`config.mk`:
```
export PLATFORM = sky130hd
export DESIGN_NAME = button_conditioner_flat
export DESIGN_NICKNAME = d
export VERILOG_FILES = /design/src/rtl/button_conditioner_if.sv /design/src/rtl/button_conditioner.sv /design/src/flat_wrapper.sv
export SDC_FILE = /design/constraint.sdc
export NUM_CORES = 1
export LEC_CHECK = 0
export BUFFER_PORTS_ARGS = -buffer_cell sky130_fd_sc_hd__buf_2
export CORE_UTILIZATION = 44
export DETAILED_ROUTE_END_ITERATION = 6
export HOLD_SLACK_MARGIN = 0.1
export PLACE_DENSITY = 0.61
export REMOVE_ABC_BUFFERS = 1
export SLEW_MARGIN = 30
export SYNTH_ARGS = -nofsm -noshare
export SYNTH_HDL_FRONTEND = slang
export SYNTH_SLANG_ARGS = --single-unit
export TNS_END_PERCENT = 50
```
`constraint.sdc`:
```
create_clock -name clk -period 5.1 [get_ports clk]
set_input_delay 0.765 -clock clk [delete_from_list [all_inputs] [get_ports clk]]
set_output_delay 0.765 -clock clk [all_outputs]
set_load 0.005 [all_outputs]
```
`src/rtl/button_conditioner_if.sv`:
```
// rtl/button_conditioner_if.sv - button bundle between board pins and game logic
//
// Purpose: groups the raw button lines and the conditioned per-channel
// outputs of button_conditioner into one bundle.
//   master : board/stimulus side; drives btn_raw and observes the outputs
//   slave  : button_conditioner side; samples btn_raw and drives the outputs
// Signals (all CHANNELS wide, active-high):
//   btn_raw      raw button levels, asynchronous to clk
//   btn_level    debounced level
//   btn_press    one-cycle pulse on an accepted 0->1
//   btn_release  one-cycle pulse on an accepted 1->0
//   btn_repeat   press pulse followed by auto-repeat pulses (masked channels)
interface button_conditioner_if #(
    parameter int CHANNELS = 3
);
    logic [CHANNELS-1:0] btn_raw;
    logic [CHANNELS-1:0] btn_level;
    logic [CHANNELS-1:0] btn_press;
    logic [CHANNELS-1:0] btn_release;
    logic [CHANNELS-1:0] btn_repeat;

    modport master (
        output btn_raw,
        input  btn_level,
        input  btn_press,
        input  btn_release,
        input  btn_repeat
    );

    modport slave (
        input  btn_raw,
        output btn_level,
        output btn_press,
        output btn_release,
        output btn_repeat
    );
endinterface

```
`src/rtl/button_conditioner.sv`:
```
// rtl/button_conditioner.sv - per-channel button synchroniser, debouncer and auto-repeat
//
// Purpose: conditions each raw push-button line independently: two-flop
// synchroniser, stable-count debouncer, press/release edge pulses and an
// auto-repeat pulse train for channels selected by REPEAT_MASK.
// Ports:
//   clk     system clock, rising edge
//   reset   asynchronous active-low reset; all state and outputs clear at once
//   btn_if  slave side of button_conditioner_if (btn_raw in; btn_level,
//           btn_press, btn_release, btn_repeat out, all registered)
module button_conditioner #(
    parameter int                  CHANNELS        = 3,
    parameter int                  DEBOUNCE_CYCLES = 500000,
    parameter int                  REPEAT_DELAY    = 25000000,
    parameter int                  REPEAT_PERIOD   = 5000000,
    parameter logic [CHANNELS-1:0] REPEAT_MASK     = CHANNELS'(3'b011)
) (
    input  logic                  clk,
    input  logic                  reset,
    button_conditioner_if.slave   btn_if
);

    localparam int CNT_W  = (DEBOUNCE_CYCLES > 1) ? $clog2(DEBOUNCE_CYCLES) : 1;
    localparam int RMAX   = (REPEAT_DELAY > REPEAT_PERIOD) ? REPEAT_DELAY : REPEAT_PERIOD;
    localparam int RCNT_W = $clog2(RMAX + 1);

    localparam logic [CNT_W-1:0]  CNT_LAST   = CNT_W'(DEBOUNCE_CYCLES - 1);
    localparam logic [RCNT_W-1:0] DELAY_LAST = RCNT_W'(REPEAT_DELAY - 1);
    localparam logic [RCNT_W-1:0] PER_LAST   = RCNT_W'(REPEAT_PERIOD - 1);

    logic [CHANNELS-1:0] sync1_q, sync1_d;
    logic [CHANNELS-1:0] sync2_q, sync2_d;
    logic [CHANNELS-1:0] level_q, level_d;
    logic [CHANNELS-1:0] press_q, press_d;
    logic [CHANNELS-1:0] release_q, release_d;
    logic [CHANNELS-1:0] repeat_q, repeat_d;
    logic [CHANNELS-1:0] first_q, first_d;
    logic [CNT_W-1:0]    cnt_q  [CHANNELS];
    logic [CNT_W-1:0]    cnt_d  [CHANNELS];
    logic [RCNT_W-1:0]   rcnt_q [CHANNELS];
    logic [RCNT_W-1:0]   rcnt_d [CHANNELS];

    always_comb begin
        sync1_d   = btn_if.btn_raw;
        sync2_d   = sync1_q;
        level_d   = level_q;
        press_d   = '0;
        release_d = '0;
        repeat_d  = '0;
        first_d   = first_q;
        cnt_d     = cnt_q;
        rcnt_d    = rcnt_q;

        for (int c = 0; c < CHANNELS; c++) begin
            // Debounce: a change is accepted only after DEBOUNCE_CYCLES
            // consecutive samples disagree with the current level.
            if (sync2_q[c] == level_q[c]) begin
                cnt_d[c] = '0;
            end else if (cnt_q[c] == CNT_LAST) begin
                level_d[c]   = sync2_q[c];
                cnt_d[c]     = '0;
                press_d[c]   = sync2_q[c];
                release_d[c] = ~sync2_q[c];
            end else begin
                cnt_d[c] = cnt_q[c] + CNT_W'(1);
            end

            // Auto-repeat: the press itself is the first repeat pulse; then
            // REPEAT_DELAY to the second and REPEAT_PERIOD between the rest.
            // A release in this cycle (release_d) aborts the sequence so no
            // repeat pulse can coincide with the falling level.
            if (press_d[c]) begin
                repeat_d[c] = 1'b1;
                rcnt_d[c]   = '0;
                first_d[c]  = 1'b1;
            end else if (REPEAT_MASK[c] && level_q[c] && !release_d[c]) begin
                if ((first_q[c] && rcnt_q[c] == DELAY_LAST) ||
                    (!first_q[c] && rcnt_q[c] == PER_LAST)) begin
                    repeat_d[c] = 1'b1;
                    rcnt_d[c]   = '0;
                    first_d[c]  = 1'b0;
                end else begin
                    rcnt_d[c] = rcnt_q[c] + RCNT_W'(1);
                end
            end else begin
                rcnt_d[c] = '0;
            end
        end
    end

    always_ff @(posedge clk or negedge reset) begin
        if (!reset) begin
            sync1_q   <= '0;
            sync2_q   <= '0;
            level_q   <= '0;
            press_q   <= '0;
            release_q <= '0;
            repeat_q  <= '0;
            first_q   <= '0;
            for (int c = 0; c < CHANNELS; c++) begin
                cnt_q[c]  <= '0;
                rcnt_q[c] <= '0;
            end
        end else begin
            sync1_q   <= sync1_d;
            sync2_q   <= sync2_d;
            level_q   <= level_d;
            press_q   <= press_d;
            release_q <= release_d;
            repeat_q  <= repeat_d;
            first_q   <= first_d;
            cnt_q     <= cnt_d;
            rcnt_q    <= rcnt_d;
        end
    end

    assign btn_if.btn_level   = level_q;
    assign btn_if.btn_press   = press_q;
    assign btn_if.btn_release = release_q;
    assign btn_if.btn_repeat  = repeat_q;

endmodule
```
`src/flat_wrapper.sv`:
```
// flat-port wrapper written by rule: the top's interface ports become plain ports
module button_conditioner_flat 
#(
    parameter int                  CHANNELS        = 3,
    parameter int                  DEBOUNCE_CYCLES = 500000,
    parameter int                  REPEAT_DELAY    = 25000000,
    parameter int                  REPEAT_PERIOD   = 5000000,
    parameter logic [CHANNELS-1:0] REPEAT_MASK     = CHANNELS'(3'b011)
)
  (clk, reset, btn_if_btn_raw, btn_if_btn_level, btn_if_btn_press, btn_if_btn_release, btn_if_btn_repeat);
  button_conditioner_if #(.CHANNELS(CHANNELS)) btn_if_i ();
  input  logic clk;
  input  logic reset;
  input wire logic [$bits(btn_if_i.btn_raw)-1:0] btn_if_btn_raw;
  output wire logic [$bits(btn_if_i.btn_level)-1:0] btn_if_btn_level;
  output wire logic [$bits(btn_if_i.btn_press)-1:0] btn_if_btn_press;
  output wire logic [$bits(btn_if_i.btn_release)-1:0] btn_if_btn_release;
  output wire logic [$bits(btn_if_i.btn_repeat)-1:0] btn_if_btn_repeat;
  assign btn_if_i.btn_raw = btn_if_btn_raw;
  assign btn_if_btn_level = btn_if_i.btn_level;
  assign btn_if_btn_press = btn_if_i.btn_press;
  assign btn_if_btn_release = btn_if_i.btn_release;
  assign btn_if_btn_repeat = btn_if_i.btn_repeat;
  button_conditioner #(.CHANNELS(CHANNELS), .DEBOUNCE_CYCLES(DEBOUNCE_CYCLES), .REPEAT_DELAY(REPEAT_DELAY), .REPEAT_PERIOD(REPEAT_PERIOD), .REPEAT_MASK(REPEAT_MASK)) u_core (.clk(clk), .reset(reset), .btn_if(btn_if_i));
endmodule
```
# Yosys cells after proc, flatten, opt, wreduce, memory -nomap -nowiden
# Cells that the tools add are included.
# totals
elab_cells,94
reg_bits,127
memories,0
out_inout_bits,12
romBits,0
input_bits,5
mem_bits_rw,0
latchBits,0
# classes
n_mux,37
magnitude_cmp,0
reduce_logical,21
shift,0
multipliers,0
n_eq_ne,10
bitwise_logic,6
n_div,0
add_sub_neg,5
# ops
op,count
25-bit 2-to-1 mux,6
19-bit 2-to-1 mux,6
19-bit by 1-bit adder with 19-bit output (second input constant),3
19-bit == test (second input constant),3
25-bit by 1-bit adder with 25-bit output (second input constant),2
25-bit by 23-bit == test with 1-bit output (second input constant),2
25-bit == test (second input constant),2
1-bit 2-to-1 mux,25
2-bit AND reduction,5
2-bit nonzero test,4
1-bit logical AND,6
1-bit inverter,6
1-bit zero test,4
1-bit == test,3
1-bit logical OR,2

# Longest topological paths before layout
# Gate-level depths: netlist (run 1).
# logic_depth
ltp_word,7
mapped_depth,7
depth_no_buf,6

# Worst setup path before layout (run 1)
# Ideal clock, no wire load.
# synth_path
kind,reg-to-reg
start,reg u_core.cnt_q[19] in the netlist's numbering
end,"reg u_core.repeat_q[1], in the netlist u_core.btn_if.btn_repeat[1]"
period_less_slack_ns,1.941
arrival_ns,1.804
stages_incl_launch_ff,7
setup_ns,0.137
required_time_ns,4.963
path_slack_ns,3.159
path_buffers,0
cell_sequence,dfrtp_1 > ha_1 > nand3_2 > or4_4 > nor2_4 > mux2_4 > a21boi_1
# synth_between
elab_chain_len,7
elab_cells_between_ends,9
classes_between,1 x eq/ne; 6 x mux; 2 x reduce/logical
# synth_lines
item,line_no,text
from (decl),button_conditioner.sv:38,logic [CNT_W-1:0] cnt_q [CHANNELS];
from (signal assigned),button_conditioner.sv:112,cnt_q <= cnt_d;
19-bit == test (*),button_conditioner.sv:59,end else if (cnt_q[c] == CNT_LAST) begin
1-bit 2-to-1 mux,button_conditioner.sv:59,
1-bit 2-to-1 mux,button_conditioner.sv:57,if (sync2_q[c] == level_q[c]) begin
1-bit zero test,button_conditioner.sv:76,end else if (REPEAT_MASK[c] && level_q[c] && !release_d[c]) begin
1-bit logical AND,button_conditioner.sv:76,
1-bit 2-to-1 mux,button_conditioner.sv:76,
1-bit 2-to-1 mux (*),button_conditioner.sv:72,if (press_d[c]) begin
net u_core.repeat_d[1],button_conditioner.sv:36,"logic [CHANNELS-1:0] repeat_q, repeat_d;"
to (signal assigned),button_conditioner.sv:110,repeat_q <= repeat_d;
to (decl),button_conditioner.sv:36,
# The timed path passes the listed nets; every way through them passes the cells marked *.
# A chain may end at the register's enable or synchronous reset.

==> results of run 1 <==
worst max-delay path: cells and delay by family (launching register included):
family,cells,cell delay (ns)
fa+ha+maj,1,0.22
flops,1,0.37
compound gates,1,0.64
simple gates,3,0.85
where the power goes:
part           switching (mW)  internal [mW]
logic                  0.0307        0.00904
registers             0.00768           1.01
clock network           0.417          0.763
cell usage after synthesis (6+ instances only):
cell type	count	area, um2
sky130_fd_sc_hd__nor2_1	135	506.7
sky130_fd_sc_hd__dfrtp_1	126	3153
sky130_fd_sc_hd__xor2_1	60	525.5
sky130_fd_sc_hd__nand3_1	46	230.2
sky130_fd_sc_hd__nand2_1	40	150.1
sky130_fd_sc_hd__xnor2_1	40	350.3
sky130_fd_sc_hd__nand4_1	28	175.2
sky130_fd_sc_hd__nor3_1	16	80.08
sky130_fd_sc_hd__and3_1	11	68.82
sky130_fd_sc_hd__and4_1	10	87.58
sky130_fd_sc_hd__inv_1	9	33.78
sky130_fd_sc_hd__nor4_1	7	43.79
sky130_fd_sc_hd__and2_1	6	37.54
sky130_fd_sc_hd__clkbuf_1	6	22.52
sky130_fd_sc_hd__nor4b_1	6	52.55
per-layer routing:
layer	vias to the layer above	part of all wire, %
li1	2071	-
met1	2059	48
met2	41	47
met3	17	2.7
met4	0	2.0
met5	-	0
metrics by stage:
step,total power [mW],instances,area [um2],hold WS (ns),worst slack (ns)
after floorplan,1.047,583,5909,0.3312,3.159
after global placement,1.074,777,6227,0.3358,2.946
after detailed placement,1.076,777,6227,0.3402,2.847
after CTS,2.271,808,6804,0.2928,2.839
after global routing,2.321,808,6804,0.3062,2.633
final,2.236,808,6804,0.2882,2.868
area by class of cell:
type	count	area [um2]	share of cell area [%]
Sequential cell	126	3153	46.34
Inverter	9	33.78	0.4965
Clock buffer	24	491.7	7.227
Multi-Input combinational cell	448	2723	40.01
Clock inverter	7	85.08	1.250
Timing Repair Buffer	18	97.59	1.434
Tap cell	176	220.2	3.236
placed cells by master, fill, tap and decap left out, types with 5 or more instances in the layout:
cell type and instances:
sky130_fd_sc_hd__nor2_1 135, sky130_fd_sc_hd__dfrtp_1 126, sky130_fd_sc_hd__xor2_1 60, sky130_fd_sc_hd__nand3_1 46, sky130_fd_sc_hd__xnor2_1 40, sky130_fd_sc_hd__nand2_1 40, sky130_fd_sc_hd__nand4_1 28, sky130_fd_sc_hd__clkbuf_16 17
sky130_fd_sc_hd__nor3_1 16, sky130_fd_sc_hd__buf_2 15, sky130_fd_sc_hd__and3_1 11, sky130_fd_sc_hd__and4_1 10, sky130_fd_sc_hd__inv_1 9, sky130_fd_sc_hd__nor4_1 7, sky130_fd_sc_hd__and2_1 6, sky130_fd_sc_hd__nor4b_1 6
sky130_fd_sc_hd__ha_1 5, sky130_fd_sc_hd__clkinv_2 5
worst max path at each step:
stage,cells past startpoint,start,end,slack [ns]
after floorplan,5,u_core.cnt_q[19],u_core.cnt_q[21],3.16
after global placement,5,u_core.cnt_q[19],u_core.cnt_q[21],2.95
after detailed placement,5,u_core.cnt_q[19],u_core.cnt_q[24],2.85
after CTS,5,u_core.cnt_q[19],u_core.cnt_q[23],2.84
after global routing,5,u_core.cnt_q[19],u_core.cnt_q[25],2.63
final,5,u_core.cnt_q[19],u_core.cnt_q[23],2.87
kinds of logic after synthesis:
family                     Yosys count
and+or+nand+nor                    329
DFF                                126
xor gates and xnor gates           100
buffers and inverters               23
AOI/OAI and AO/OA                   11
adders and majority gates            5
muxes                                3
registers in the layout, summed over array words and instances (netlist names):
name	flops
u_core.cnt_q	57
u_core.rcnt_q	50
u_core.btn_if.btn_level	3
u_core.btn_if.btn_press	3
u_core.btn_if.btn_release	3
u_core.sync1_q	3
u_core.sync2_q	3
u_core.btn_if.btn_repeat	2
u_core.first_q	2
==> report_table.html, run 1 <==
<table>
<tr><th>Metric</th><th>Value</th></tr>
<tr><th colspan="2">Floorplan</th></tr>
<tr><td>Vertical die dimension</td><td>118.8 um</td></tr>
<tr><td>Die Footprint</td><td>14120 um2</td></tr>
<tr><td>Num rows</td><td>42</td></tr>
<tr><td>Standard cell core area</td><td>13300 um2</td></tr>
<tr><td>Effective utilization at floorplan</td><td>45.17%</td></tr>
<tr><td>Die width</td><td>118.8 um</td></tr>
<tr><td>Number of top-level design ports</td><td>17</td></tr>
<tr><th colspan="2">Critical path</th></tr>
<tr><td>Worst r2r src</td><td>u_core.cnt_q[19]</td></tr>
<tr><td>Category of the worst setup path capture point</td><td>register</td></tr>
<tr><td>Critical Path Fanout Max</td><td>19</td></tr>
<tr><td>Master of the slowest instance on the critical path</td><td>sky130_fd_sc_hd__o21ai_2</td></tr>
<tr><td>Worst R2R Path Depth</td><td>5</td></tr>
<tr><td>Setup CP Type</td><td>register to register</td></tr>
<tr><td>Destination of the worst register-to-register timing path</td><td>u_core.cnt_q[23]</td></tr>
<tr><td>Startpoint class of the critical path</td><td>register</td></tr>
<tr><td>Worst EP arrival</td><td>2.50 ns</td></tr>
<tr><td>Worst EP required</td><td>5.37 ns</td></tr>
<tr><td>Slowest cell delay on critical path</td><td>0.64 ns</td></tr>
<tr><td>Reg2reg setup slack</td><td>2.87 ns</td></tr>
<tr><td>Critical-path cell list</td><td>ha_1, nand3_2, or4_4, o21ai_2, nor2_1</td></tr>
<tr><th colspan="2">Clock network</th></tr>
<tr><td>Worst-Skew Late Latency</td><td>0.42 ns</td></tr>
<tr><td># hold bufs at CTS</td><td>0</td></tr>
<tr><td>Total setup buffers inserted after CTS</td><td>0</td></tr>
<tr><td>Max Root-Sink Buffers</td><td>2</td></tr>
<tr><td>H-tree levels</td><td>4</td></tr>
<tr><td>Number of cells upsized or downsized after cts</td><td>0</td></tr>
<tr><td>TritonCTS buffer count</td><td>17</td></tr>
<tr><td>Clock tree from TritonCTS</td><td>built</td></tr>
<tr><td>TritonCTS sink count</td><td>126</td></tr>
<tr><td>Root buf cell</td><td>sky130_fd_sc_hd__clkbuf_16</td></tr>
<tr><td>Worst-path clk slew</td><td>0.06 ns</td></tr>
<tr><th colspan="2">Drt</th></tr>
<tr><td>Final routed DRC violation total</td><td>0</td></tr>
<tr><td>Count of vias placed by the detailed router</td><td>4188</td></tr>
<tr><td>Overall routed net length</td><td>11.20 mm</td></tr>
<tr><td>Average wire length per cell after detail routing</td><td>13.86 um</td></tr>
<tr><td>Post-detailed-route count of antenna-violating nets</td><td>0</td></tr>
<tr><td>Via density per instance</td><td>5.183</td></tr>
<tr><td>Number of violations reported at the end of detailed-routing iteration 0</td><td>295</td></tr>
<tr><td>1st-pass router iterations</td><td>4</td></tr>
<tr><th colspan="2">Hold path</th></tr>
<tr><td>Type of the worst min-delay path</td><td>primary input to async pin</td></tr>
<tr><th colspan="2">Finish</th></tr>
<tr><td>Layout filler cell count</td><td>1219</td></tr>
<tr><td>Fin util</td><td>51.18%</td></tr>
<tr><td>Final net count</td><td>630</td></tr>
<tr><td>Diode count</td><td>0</td></tr>
<tr><td>Area Overhead vs Synth</td><td>13.29%</td></tr>
<tr><td>Fraction of final layout cells with drive strength greater than 1</td><td>9.652%</td></tr>
<tr><th colspan="2">STA</th></tr>
<tr><td>Setup skew after layout</td><td>0.009809 ns</td></tr>
<tr><td>Transition at the pin with the smallest max-transition slack</td><td>0.9122 ns</td></tr>
<tr><td>Highest achievable clock rate</td><td>448.1 MHz</td></tr>
<tr><td>Final count of hold timing violations</td><td>0</td></tr>
<tr><td>Unrepaired setup endpoints after global routing</td><td>false</td></tr>
<tr><td>Minimum clock period after layout</td><td>2.232 ns</td></tr>
<tr><td>Share of the clock period used by the worst path</td><td>43.76%</td></tr>
<tr><td>Max Slew Vio Count</td><td>0</td></tr>
<tr><td>Slew margin rel.</td><td>38.63%</td></tr>
<tr><td>Final sum of negative setup slack</td><td>0 ns</td></tr>
<tr><td>Finish-stage setup viols</td><td>0</td></tr>
<tr><th colspan="2">Global routing</th></tr>
<tr><td>Met1 Usage GRT</td><td>22.43%</td></tr>
<tr><td>Global-route wire length before repair</td><td>19.75 mm</td></tr>
<tr><td>Vias in the first global route</td><td>4222</td></tr>
<tr><td>Fraction of met2 tracks used by global routing</td><td>28.00%</td></tr>
<tr><td>Initial antenna violation count</td><td>0</td></tr>
<tr><td>Peak-usage layer in the global routing report</td><td>met2</td></tr>
<tr><td>Total routing usage reported by global routing</td><td>17.74%</td></tr>
<tr><td>Total gr overflow</td><td>0</td></tr>
<tr><td>Met3 Resource Use GR</td><td>5.220%</td></tr>
<tr><td>Pin count of the biggest net entering global routing</td><td>54</td></tr>
<tr><th colspan="2">Synthesis</th></tr>
<tr><td>YS warnings</td><td>0</td></tr>
<tr><td>Number of flops mapped to enable cells by yosys</td><td>0</td></tr>
<tr><td>Area share of xor/xnor cells in the synthesized design</td><td>14.58%</td></tr>
<tr><td>Fraction of registers with async set or reset after synthesis</td><td>100.0%</td></tr>
<tr><td>Primary FF master, synth</td><td>sky130_fd_sc_hd__dfrtp_1</td></tr>
<tr><td>Combinational family with the most area after synthesis</td><td>simple AND/OR/NAND/NOR gates</td></tr>
<tr><td>Share of the yosys chip area belonging to registers</td><td>52.50%</td></tr>
<tr><td>Fraction of synthesized area in multiplexers</td><td>0.6250%</td></tr>
<tr><td>Syn Std Cell Area</td><td>6006 um2</td></tr>
<tr><td>Adder-Cell Fraction of Synth Area</td><td>1.042%</td></tr>
<tr><td>Unique cell type count in the Yosys netlist</td><td>43</td></tr>
<tr><td>Compound-Gate Fraction of Synth Area</td><td>1.188%</td></tr>
<tr><td>Flip-flop and latch count after synthesis</td><td>126</td></tr>
<tr><td>Synthesized area per cell</td><td>10.06 um2</td></tr>
<tr><td>Post-synthesis share of cell area spent on and, or, nand and nor gates</td><td>27.90%</td></tr>
<tr><td>Post-Synthesis Cells</td><td>597</td></tr>
<tr><th colspan="2">Pwr</th></tr>
<tr><td>Largest voltage drop on the vdd net</td><td>0.0002396 V</td></tr>
<tr><td>Power Dens Cells</td><td>328.7 nW/um2</td></tr>
<tr><td>Leak</td><td>2.801 nW</td></tr>
<tr><th colspan="2">Placement</th></tr>
<tr><td>RePlAce Congestion</td><td>0.8039</td></tr>
<tr><td>Detailed Place HPWL</td><td>7.355 mm</td></tr>
<tr><td>Total of buffers placed on input and output ports</td><td>16</td></tr>
<tr><th colspan="2">Status</th></tr>
<tr><td>Status</td><td>finished clean</td></tr>
<tr><th colspan="2">Job</th></tr>
<tr><td>Max-Cap Viols</td><td>0</td></tr>
</table>
Power figures use the tool's default switching activity.
==> run 2: changes to the inputs <==
==> constraint.sdc (replaced) <==
create_clock -name clk -period 2.2 [get_ports clk]
set_input_delay 0.33 -clock clk [delete_from_list [all_inputs] [get_ports clk]]
set_output_delay 0.33 -clock clk [all_outputs]
set_load 0.005 [all_outputs]
==> run 2 against run 1 <==
Effect of this change:
- sequential power rose by 130%
- global-route usage rose by 0.085 points
- clock-buffer cell count fell by 6
- critical path type unchanged
- via count rose by 1.2%
- first-iteration DRC count fell by 26%
- final area rose by 1.6%
- non-clock buffer count rose by 12
- die area did not move
- power rose by 130%
==> report_table.html, run 2 (same netlist as run 1, synthesis figures left out) <==
<table>
<tr><th>Metric</th><th>Value</th></tr>
<tr><th colspan="2">Floorplan</th></tr>
<tr><td>Die Footprint</td><td>14120 um2 (unchanged)</td></tr>
<tr><td>Num rows</td><td>42 (unchanged)</td></tr>
<tr><td>Number of top-level design ports</td><td>17 (unchanged)</td></tr>
<tr><td>Standard cell core area</td><td>13300 um2 (unchanged)</td></tr>
<tr><td>Die width</td><td>118.8 um (unchanged)</td></tr>
<tr><td>Vertical die dimension</td><td>118.8 um (unchanged)</td></tr>
<tr><td>Effective utilization at floorplan</td><td>45.17% (unchanged)</td></tr>
<tr><th colspan="2">Clock network</th></tr>
<tr><td>Total setup buffers inserted after CTS</td><td>0 (unchanged)</td></tr>
<tr><td>TritonCTS buffer count</td><td>17 (unchanged)</td></tr>
<tr><td>H-tree levels</td><td>4 (unchanged)</td></tr>
<tr><td>Root buf cell</td><td>sky130_fd_sc_hd__clkbuf_16</td></tr>
<tr><td>Max Root-Sink Buffers</td><td>2 (unchanged)</td></tr>
<tr><td>Worst-path clk slew</td><td>0.06 ns (about the same)</td></tr>
<tr><td>TritonCTS sink count</td><td>126 (unchanged)</td></tr>
<tr><td>Clock tree from TritonCTS</td><td>built</td></tr>
<tr><td>Worst-Skew Late Latency</td><td>0.42 ns (about the same)</td></tr>
<tr><th colspan="2">Finish</th></tr>
<tr><td>Final net count</td><td>642 (+1.9%)</td></tr>
<tr><td>Area Overhead vs Synth</td><td>15.12%</td></tr>
<tr><td>Diode count</td><td>0 (unchanged)</td></tr>
<tr><td>Flip-flop count of the largest register, all copies and words added</td><td>57 (unchanged)</td></tr>
<tr><td>Commonest non-fill, non-tap cells in the layout</td><td>sky130_fd_sc_hd__nor2_1 (135), sky130_fd_sc_hd__dfrtp_1 (126), sky130_fd_sc_hd__xor2_1 (60), sky130_fd_sc_hd__nand3_1 (46)</td></tr>
<tr><td>Total non-filler cell area in the finished layout</td><td>6914 um2 (+1.6%)</td></tr>
<tr><td>Largest registers ranked by flip-flop count</td><td>u_core.cnt_q x57, u_core.rcnt_q x50</td></tr>
<tr><td>Biggest register</td><td>u_core.cnt_q</td></tr>
<tr><td>Fraction of final layout cells with drive strength greater than 1</td><td>11.47% (+1.8 points)</td></tr>
<tr><td>Commonest non-fill, non-tap cell in the layout</td><td>sky130_fd_sc_hd__nor2_1</td></tr>
<tr><th colspan="2">STA</th></tr>
<tr><td>Minimum clock period after layout</td><td>1.980 ns (-0.2516 ns)</td></tr>
<tr><td>Finish-stage setup viols</td><td>0 (unchanged)</td></tr>
<tr><td>Max Slew Vio Count</td><td>0 (unchanged)</td></tr>
<tr><td>Transition at the pin with the smallest max-transition slack</td><td>0.6225 ns (-0.2897 ns)</td></tr>
<tr><td>Share of the clock period used by the worst path</td><td>90.01% (+46 points)</td></tr>
<tr><td>Unrepaired setup endpoints after global routing</td><td>false</td></tr>
<tr><td>Slew margin rel.</td><td>58.18% (+20 points)</td></tr>
<tr><td>Highest achievable clock rate</td><td>505.0 MHz (+13%)</td></tr>
<tr><td>Setup skew after layout</td><td>0.006431 ns (-0.003378 ns)</td></tr>
<tr><td>Fin worst setup slack</td><td>0.2197 ns (-2.648 ns)</td></tr>
<tr><td>Final count of hold timing violations</td><td>0 (unchanged)</td></tr>
<tr><td>Post-Route Hold Slack</td><td>0.3563 ns (+0.06807 ns)</td></tr>
<tr><td>Final sum of negative setup slack</td><td>0 ns (unchanged)</td></tr>
<tr><th colspan="2">Critical path</th></tr>
<tr><td>Critical-path cell list</td><td>ha_2, nand3_2, or4_4, nor3_4, nand3b_4, nor2_1</td></tr>
<tr><td>Master of the slowest instance on the critical path</td><td>sky130_fd_sc_hd__or4_4</td></tr>
<tr><td>Critical Path Fanout Max</td><td>25 (+6)</td></tr>
<tr><td>Startpoint class of the critical path</td><td>register</td></tr>
<tr><td>Worst R2R Path Depth</td><td>6 (+1)</td></tr>
<tr><td>Destination of the worst register-to-register timing path</td><td>u_core.rcnt_q[38]</td></tr>
<tr><td>Worst EP arrival</td><td>2.27 ns (-0.23 ns)</td></tr>
<tr><td>Worst EP required</td><td>2.49 ns (-2.88 ns)</td></tr>
<tr><td>Category of the worst setup path capture point</td><td>register</td></tr>
<tr><td>Setup CP Type</td><td>register to register</td></tr>
<tr><td>Slowest cell delay on critical path</td><td>0.49 ns (-0.15 ns)</td></tr>
<tr><td>Worst r2r src</td><td>u_core.cnt_q[19]</td></tr>
<tr><td>Reg2reg setup slack</td><td>0.22 ns (-2.65 ns)</td></tr>
<tr><th colspan="2">Job</th></tr>
<tr><td>Max-Cap Viols</td><td>0 (unchanged)</td></tr>
<tr><th colspan="2">Placement</th></tr>
<tr><td>Worst-case setup slack after placement</td><td>0.08375 ns (-2.763 ns)</td></tr>
<tr><td>Total of buffers placed on input and output ports</td><td>16 (unchanged)</td></tr>
<tr><td>RePlAce Congestion</td><td>0.8004 (-0.44%)</td></tr>
<tr><td>Placement-stage cell area</td><td>6300 um2 (+1.2%)</td></tr>
<tr><td>Detailed Place HPWL</td><td>7.410 mm (+0.75%)</td></tr>
<tr><th colspan="2">Drt</th></tr>
<tr><td>Post-detailed-route count of antenna-violating nets</td><td>0 (unchanged)</td></tr>
<tr><td>1st-pass router iterations</td><td>4 (unchanged)</td></tr>
<tr><td>Overall routed net length</td><td>11.02 mm (-1.6%)</td></tr>
<tr><td>Final routed DRC violation total</td><td>0 (unchanged)</td></tr>
<tr><td>Via density per instance</td><td>5.162 (-0.41%)</td></tr>
<tr><td>Average wire length per cell after detail routing</td><td>13.42 um (-3.2%)</td></tr>
<tr><td>Count of vias placed by the detailed router</td><td>4238 (+1.2%)</td></tr>
<tr><td>Number of violations reported at the end of detailed-routing iteration 0</td><td>218 (-26%)</td></tr>
<tr><th colspan="2">Global routing</th></tr>
<tr><td>Initial antenna violation count</td><td>0 (unchanged)</td></tr>
<tr><td>Pin count of the biggest net entering global routing</td><td>44 (-19%)</td></tr>
<tr><td>Total routing usage reported by global routing</td><td>17.83% (+0.085 points)</td></tr>
<tr><td>Total gr overflow</td><td>0 (unchanged)</td></tr>
<tr><td>Vias in the first global route</td><td>4399 (+4.2%)</td></tr>
<tr><td>Global-route wire length before repair</td><td>20.14 mm (+2.0%)</td></tr>
<tr><th colspan="2">Pwr</th></tr>
<tr><td>Largest voltage drop on the vdd net</td><td>0.0005512 V (+130%)</td></tr>
<tr><td>Power Dens Cells</td><td>742.7 nW/um2 (+130%)</td></tr>
<tr><td>Final Total Pwr</td><td>5.135 mW (+130%)</td></tr>
<tr><td>Leak</td><td>2.845 nW (+1.6%)</td></tr>
<tr><th colspan="2">Hold path</th></tr>
<tr><td>Type of the worst min-delay path</td><td>register to register</td></tr>
<tr><td>Beginning of the worst hold path</td><td>u_core.sync1_q[1]</td></tr>
<tr><td>Worst hold stages</td><td>0</td></tr>
<tr><td>End point of the most critical hold path</td><td>u_core.sync2_q[1]</td></tr>
<tr><th colspan="2">Status</th></tr>
<tr><td>Status</td><td>finished clean</td></tr>
</table>
## run 2: layout make-up
| class | count | area, um2 |
|---|---|---|
| Timing Repair Buffer | 30 | 210.2 |
| Tap cell | 176 | 220.2 |
| Clock inverter | 14 | 132.6 |
| Multi-Input combinational cell | 448 | 2725 |
| Inverter | 9 | 33.78 |
| Fill cell | 1216 | 6381 |
| Sequential cell | 126 | 3153 |
| Clock buffer | 18 | 439.2 |
## run 2: what timing repair did
| action | CTS | global route |
|---|---|---|
| endpoints found under the hold margin | 41 | 0 |
| resized for setup | 0 | 1 |
| hold buffers | 4 | 0 |
| endpoints found under the setup margin | 0 | 19 |
## run 2: metal layers
layer / part of all wire [%] / track usage (%) / up-vias
met1: 48 / 22.86 / 2109
met2: 49 / 28.73 / 32
met4: 0.98 / 6.408 / 0
met5: 0 / 0 / -
li1: - / - / 2089
met3: 2.2 / 5.172 / 8
## run 2: metrics by stage
step / cells / utilization, %
2_1_floorplan: 583 / -
3_3_place_gp: 785 / 47.38
3_5_place_dp: 785 / 47.38
4_1_cts: 821 / 51.99
5_1_grt: 821 / 52.00
6_report: 821 / 52.00
## run 2: worst max-delay path, delay by kind of cell (launching register included)
kind	cells	cell delay (ns)
and+or+nand+nor	5	1.27
adders and majority gates	1	0.21
DFF	1	0.38
## run 2: where the power goes
part           switching, mW  internal, mW
Sequential            0.0182          2.34
Combinational         0.0742        0.0345
Clock                   1.07          1.60
## run 2: worst max-delay path by stage
stage / start / to / slack [ns] / cells after the start
3_3_place_gp: u_core.cnt_q[19] / u_core.rcnt_q[33] / 0.18 / 6
4_1_cts: u_core.cnt_q[19] / u_core.rcnt_q[33] / 0.08 / 6
3_5_place_dp: u_core.cnt_q[19] / u_core.rcnt_q[33] / 0.08 / 6
5_1_grt: u_core.cnt_q[47] / u_core.rcnt_q[58] / 0.01 / 5
6_report: u_core.cnt_q[19] / u_core.rcnt_q[38] / 0.22 / 6
2_1_floorplan: u_core.cnt_q[19] / u_core.cnt_q[21] / 0.26 / 5
==> run 3: changes to the inputs <==
--- a/config.mk
+++ b/config.mk
@@ -5,12 +5,14 @@
 export SDC_FILE = /design/constraint.sdc
 export NUM_CORES = 1
 export LEC_CHECK = 0
+export ABC_AREA = 1
 export BUFFER_PORTS_ARGS = -buffer_cell sky130_fd_sc_hd__buf_2
 export CORE_UTILIZATION = 44
 export DETAILED_ROUTE_END_ITERATION = 6
 export HOLD_SLACK_MARGIN = 0.1
 export PLACE_DENSITY = 0.61
 export REMOVE_ABC_BUFFERS = 1
+export SKIP_CTS_REPAIR_TIMING = 1
 export SLEW_MARGIN = 30
 export SYNTH_ARGS = -nofsm -noshare
 export SYNTH_HDL_FRONTEND = slang
==> run 3 against run 2 <==
Effect of this change:
- final area increased by 15%
- critical path depth unchanged
- sequential cell count unchanged
- hold slack got worse by 0.011 ns
- routed wire length increased by 38%
==> report_table.html, run 3 <==
<table>
<tr><th>Metric</th><th>Value</th></tr>
<tr><th colspan="2">Finish</th></tr>
<tr><td>Layout filler cell count</td><td>1476 (+21%)</td></tr>
<tr><td>Commonest non-fill, non-tap cell in the layout</td><td>sky130_fd_sc_hd__nor2_1</td></tr>
<tr><td>Post-route insts no fill</td><td>1192 (+45%)</td></tr>
<tr><td>FF+latch area</td><td>3153 um2 (unchanged)</td></tr>
<tr><td>Biggest register</td><td>u_core.cnt_q</td></tr>
<tr><td>Fraction of final layout cells with drive strength greater than 1</td><td>8.767% (-2.7 points)</td></tr>
<tr><td>Multi-input gate area</td><td>3367 um2 (+24%)</td></tr>
<tr><td>Flip-flop count of the largest register, all copies and words added</td><td>57 (unchanged)</td></tr>
<tr><td>Final net count</td><td>978 (+52%)</td></tr>
<tr><td>Area Overhead vs Synth</td><td>14.90%</td></tr>
<tr><td>Fin util</td><td>52.10% (+0.099 points)</td></tr>
<tr><td>Commonest non-fill, non-tap cells in the layout</td><td>sky130_fd_sc_hd__nor2_1 (238), sky130_fd_sc_hd__nand2_1 (207), sky130_fd_sc_hd__dfrtp_1 (126), sky130_fd_sc_hd__inv_1 (91), sky130_fd_sc_hd__nand3_1 (55)</td></tr>
<tr><td>Diode count</td><td>0 (unchanged)</td></tr>
<tr><td>Largest registers ranked by flip-flop count</td><td>u_core.cnt_q x57, u_core.rcnt_q x50</td></tr>
<tr><th colspan="2">Drt</th></tr>
<tr><td>1st-pass router iterations</td><td>5 (+1)</td></tr>
<tr><td>Final routed DRC violation total</td><td>0 (unchanged)</td></tr>
<tr><td>Number of violations reported at the end of detailed-routing iteration 0</td><td>272 (+25%)</td></tr>
<tr><td>Post-detailed-route count of antenna-violating nets</td><td>0 (unchanged)</td></tr>
<tr><td>Via density per instance</td><td>4.872 (-5.6%)</td></tr>
<tr><td>Count of vias placed by the detailed router</td><td>5807 (+37%)</td></tr>
<tr><td>Average wire length per cell after detail routing</td><td>12.72 um (-5.2%)</td></tr>
<tr><td>Overall routed net length</td><td>15.16 mm (+38%)</td></tr>
<tr><th colspan="2">Synthesis</th></tr>
<tr><td>Synthesized area per cell</td><td>7.448 um2 (-26%)</td></tr>
<tr><td>Post-Synthesis Cells</td><td>929 (+56%)</td></tr>
<tr><td>Fraction of registers with async set or reset after synthesis</td><td>100.0% (unchanged)</td></tr>
<tr><td>Primary FF master, synth</td><td>sky130_fd_sc_hd__dfrtp_1</td></tr>
<tr><td>Fraction of post-synthesis cell area in the top cell type by area</td><td>45.57% (-6.9 points)</td></tr>
<tr><td>YS warnings</td><td>0 (unchanged)</td></tr>
<tr><td>Cell types with the largest area share after synthesis</td><td>sky130_fd_sc_hd__dfrtp_1 (46%), sky130_fd_sc_hd__nor2_1 (13%), sky130_fd_sc_hd__nand2_1 (11%), sky130_fd_sc_hd__inv_1 (4.9%), sky130_fd_sc_hd__xor2_1 (4.8%)</td></tr>
<tr><td>Share of the yosys chip area belonging to registers</td><td>45.57% (-6.9 points)</td></tr>
<tr><td>Number of flops mapped to enable cells by yosys</td><td>0 (unchanged)</td></tr>
<tr><td>Library cell with the largest summed area after synthesis</td><td>sky130_fd_sc_hd__dfrtp_1</td></tr>
<tr><td>Unique cell type count in the Yosys netlist</td><td>37 (-14%)</td></tr>
<tr><td>Syn Std Cell Area</td><td>6919 um2 (+15%)</td></tr>
<tr><td>Cell with the most instances after synthesis</td><td>sky130_fd_sc_hd__nor2_1</td></tr>
<tr><td>Commonest cells post-synth</td><td>sky130_fd_sc_hd__nor2_1 (238), sky130_fd_sc_hd__nand2_1 (207), sky130_fd_sc_hd__dfrtp_1 (126)</td></tr>
<tr><td>Flip-flop and latch count after synthesis</td><td>126 (unchanged)</td></tr>
<tr><th colspan="2">Pwr</th></tr>
<tr><td>Largest voltage drop on the vdd net</td><td>0.0005354 V (-2.9%)</td></tr>
<tr><td>Reg power frac</td><td>43.6% (-2.3 points)</td></tr>
<tr><td>Switching power</td><td>1.149 mW (-1.3%)</td></tr>
<tr><td>Clock share of power</td><td>54.1% (+2.1 points)</td></tr>
<tr><td>Switching part of the total power</td><td>21.27% (-1.4 points)</td></tr>
<tr><td>Leak</td><td>3.312 nW (+16%)</td></tr>
<tr><td>Cell Int Power</td><td>4.254 mW (+7.1%)</td></tr>
<tr><td>Final Total Pwr</td><td>5.403 mW (+5.2%)</td></tr>
<tr><td>Portion of total power attributed to combinational logic</td><td>2.3% (+0.2 points)</td></tr>
<tr><td>Power Dens Cells</td><td>679.6 nW/um2 (-8.5%)</td></tr>
<tr><th colspan="2">Job</th></tr>
<tr><td>Max-Cap Viols</td><td>0 (unchanged)</td></tr>
<tr><th colspan="2">Floorplan</th></tr>
<tr><td>Vertical die dimension</td><td>127.4 um (+7.2%)</td></tr>
<tr><td>Effective utilization at floorplan</td><td>45.35% (+0.17 points)</td></tr>
<tr><td>Die Footprint</td><td>16230 um2 (+15%)</td></tr>
<tr><td>Number of top-level design ports</td><td>17 (unchanged)</td></tr>
<tr><td>Num rows</td><td>45 (+7.1%)</td></tr>
<tr><td>Die width</td><td>127.4 um (+7.2%)</td></tr>
<tr><td>Standard cell core area</td><td>15260 um2 (+15%)</td></tr>
<tr><th colspan="2">Global routing</th></tr>
<tr><td>Total routing usage reported by global routing</td><td>20.54% (+2.7 points)</td></tr>
<tr><td>Global-route wire length before repair</td><td>26.35 mm (+31%)</td></tr>
<tr><td>Vias in the first global route</td><td>5596 (+27%)</td></tr>
<tr><td>Initial antenna violation count</td><td>0 (unchanged)</td></tr>
<tr><td>Pin count of the biggest net entering global routing</td><td>53 (+20%)</td></tr>
<tr><td>Total gr overflow</td><td>0 (unchanged)</td></tr>
<tr><th colspan="2">Critical path</th></tr>
<tr><td>Critical-path cell list</td><td>ha_1, nand3_2, nor2_1, nand3_1, o21ai_2, nor2_1</td></tr>
<tr><td>Critical Path Fanout Max</td><td>7 (-72%)</td></tr>
<tr><td>Master of the slowest instance on the critical path</td><td>sky130_fd_sc_hd__dfrtp_1</td></tr>
<tr><td>CP delay by family, top</td><td>simple AND/OR/NAND/NOR gates</td></tr>
<tr><td>Startpoint class of the critical path</td><td>register</td></tr>
<tr><td>Worst EP arrival</td><td>2.10 ns (-0.17 ns)</td></tr>
<tr><td>Setup CP Type</td><td>register to register</td></tr>
<tr><td>Category of the worst setup path capture point</td><td>register</td></tr>
<tr><td>Critical path launch point</td><td>u_core.cnt_q[38]</td></tr>
<tr><td>Slowest cell delay on critical path</td><td>0.45 ns (-0.04 ns)</td></tr>
<tr><td>Reg2reg setup slack</td><td>0.38 ns (+0.16 ns)</td></tr>
<tr><td>Buffer and inverter count on the worst path</td><td>0 (unchanged)</td></tr>
<tr><td>Top cell by count, worst path</td><td>sky130_fd_sc_hd__nor2_1</td></tr>
<tr><td>Worst EP required</td><td>2.49 ns (about the same)</td></tr>
<tr><td>Worst r2r src</td><td>u_core.cnt_q[38]</td></tr>
<tr><th colspan="2">Placement</th></tr>
<tr><td>Detailed Place HPWL</td><td>11.32 mm (+53%)</td></tr>
<tr><td>RePlAce Congestion</td><td>0.8782 (+9.7%)</td></tr>
<tr><td>Instance count after placement with tap cells included</td><td>1156 (+47%)</td></tr>
<tr><td>Total of buffers placed on input and output ports</td><td>16 (unchanged)</td></tr>
<tr><th colspan="2">Status</th></tr>
<tr><td>Status</td><td>finished clean</td></tr>
<tr><th colspan="2">Clock network</th></tr>
<tr><td>H-tree levels</td><td>4 (unchanged)</td></tr>
<tr><td>Root buf cell</td><td>sky130_fd_sc_hd__clkbuf_16</td></tr>
<tr><td>Worst-path clk slew</td><td>0.06 ns (about the same)</td></tr>
<tr><td>Worst-Skew Late Latency</td><td>0.41 ns (about the same)</td></tr>
<tr><td>TritonCTS sink count</td><td>126 (unchanged)</td></tr>
<tr><td>Max Root-Sink Buffers</td><td>2 (unchanged)</td></tr>
<tr><td>Clock tree from TritonCTS</td><td>built</td></tr>
<tr><td>TritonCTS buffer count</td><td>17 (unchanged)</td></tr>
<tr><th colspan="2">STA</th></tr>
<tr><td>Setup skew after layout</td><td>0.008852 ns (+0.002422 ns)</td></tr>
<tr><td>Final sum of negative setup slack</td><td>0 ns (unchanged)</td></tr>
<tr><td>Transition at the pin with the smallest max-transition slack</td><td>0.5016 ns (-0.1208 ns)</td></tr>
<tr><td>Minimum clock period after layout</td><td>1.816 ns (-0.1646 ns)</td></tr>
<tr><td>Finish-stage setup viols</td><td>0 (unchanged)</td></tr>
<tr><td>Final count of hold timing violations</td><td>0 (unchanged)</td></tr>
<tr><td>Highest achievable clock rate</td><td>550.8 MHz (+9.1%)</td></tr>
<tr><td>Post-Route Hold Slack</td><td>0.3458 ns (-0.01052 ns)</td></tr>
<tr><td>Slew margin rel.</td><td>66.56% (+8.4 points)</td></tr>
<tr><td>Max Slew Vio Count</td><td>0 (unchanged)</td></tr>
<tr><td>Unrepaired setup endpoints after global routing</td><td>false</td></tr>
<tr><td>Share of the clock period used by the worst path</td><td>82.53% (-7.5 points)</td></tr>
<tr><th colspan="2">Hold path</th></tr>
<tr><td>Type of the worst min-delay path</td><td>register to register</td></tr>
<tr><td>Beginning of the worst hold path</td><td>u_core.sync1_q[0]</td></tr>
</table>
## run 3: changes by cell type after synthesis, sizes merged, moves of 22 or more
cell | previous run | this run
nor3 | 17 | 51
nand2 | 40 | 210
inv | 9 | 93
xor2 | 60 | 38
nor2 | 136 | 248
xnor2 | 40 | 12
## run 3: area by class of cell
type / instances / area share, %
sequential: 126 / 39.66
timing repair buffer: 27 / 2.408
clock buffer: 20 / 5.870
tap: 211 / 3.321
clock inverter: 12 / 1.999
multi-input combinational: 703 / 42.35
inverter: 93 / 4.391
## run 3: routing by layer
| layer | vias to the layer above | track usage, % | part of all wire (%) |
|---|---|---|---|
| met1 | 2652 | 27.13 | 48 |
| met2 | 107 | 33.62 | 48 |
| met4 | 0 | 6.443 | 1.1 |
| met3 | 16 | 4.523 | 3.7 |
| met5 | - | 0 | 0 |
| li1 | 3032 | - | - |
## run 3: logic make-up (layout without fill, tap and decap cells)
kind of cell    after synthesis  after routing  share of synthesized area (%)
compound gates               30             30                          2.496
xor+xnor                     50             50                          6.329
fa+ha+maj                     5              5                         0.9042
buf+inv                     100            152                          5.768
flops                       126            126                          45.57
simple gates                618            618                          38.93
## run 3: worst register-to-register path: stages, from the launching register on
cell                      delay [ns]
sky130_fd_sc_hd__dfrtp_1        0.45
sky130_fd_sc_hd__ha_1           0.27
sky130_fd_sc_hd__nand3_2        0.18
sky130_fd_sc_hd__nor2_1         0.19
sky130_fd_sc_hd__nand3_1        0.20
sky130_fd_sc_hd__o21ai_2        0.32
sky130_fd_sc_hd__nor2_1         0.09
## run 3: path summary, 6_finish.rpt
check                      cells after the start                            to
setup / recovery                               6             u_core.rcnt_q[67]
max in group asynchronous                      3              u_core.cnt_q[33]
hold / removal                                 0             u_core.sync2_q[0]
min in group asynchronous                      2  u_core.btn_if.btn_release[2]
setup reg to reg                               6             u_core.rcnt_q[67]
hold reg to reg                                0             u_core.sync2_q[0]
## run 3: power by group through the flow
stage                     sequential (mW)  clock, mW  combinational, mW
after global routing                 2.36       3.10              0.142
after CTS                            2.36       3.01              0.124
after global placement               2.40          0              0.124
after detailed placement             2.40          0              0.123
final                                2.36       2.92              0.123
after floorplan                      2.39          0             0.0433
## run 3: per-stage QoR
step	area, um2	setup slack [ns]
floorplan	6869	0.6883
global route	7950	0.1998
global placement	7284	0.4121
detailed placement	7284	0.3599
finish	7950	0.3843
CTS	7910	0.3579
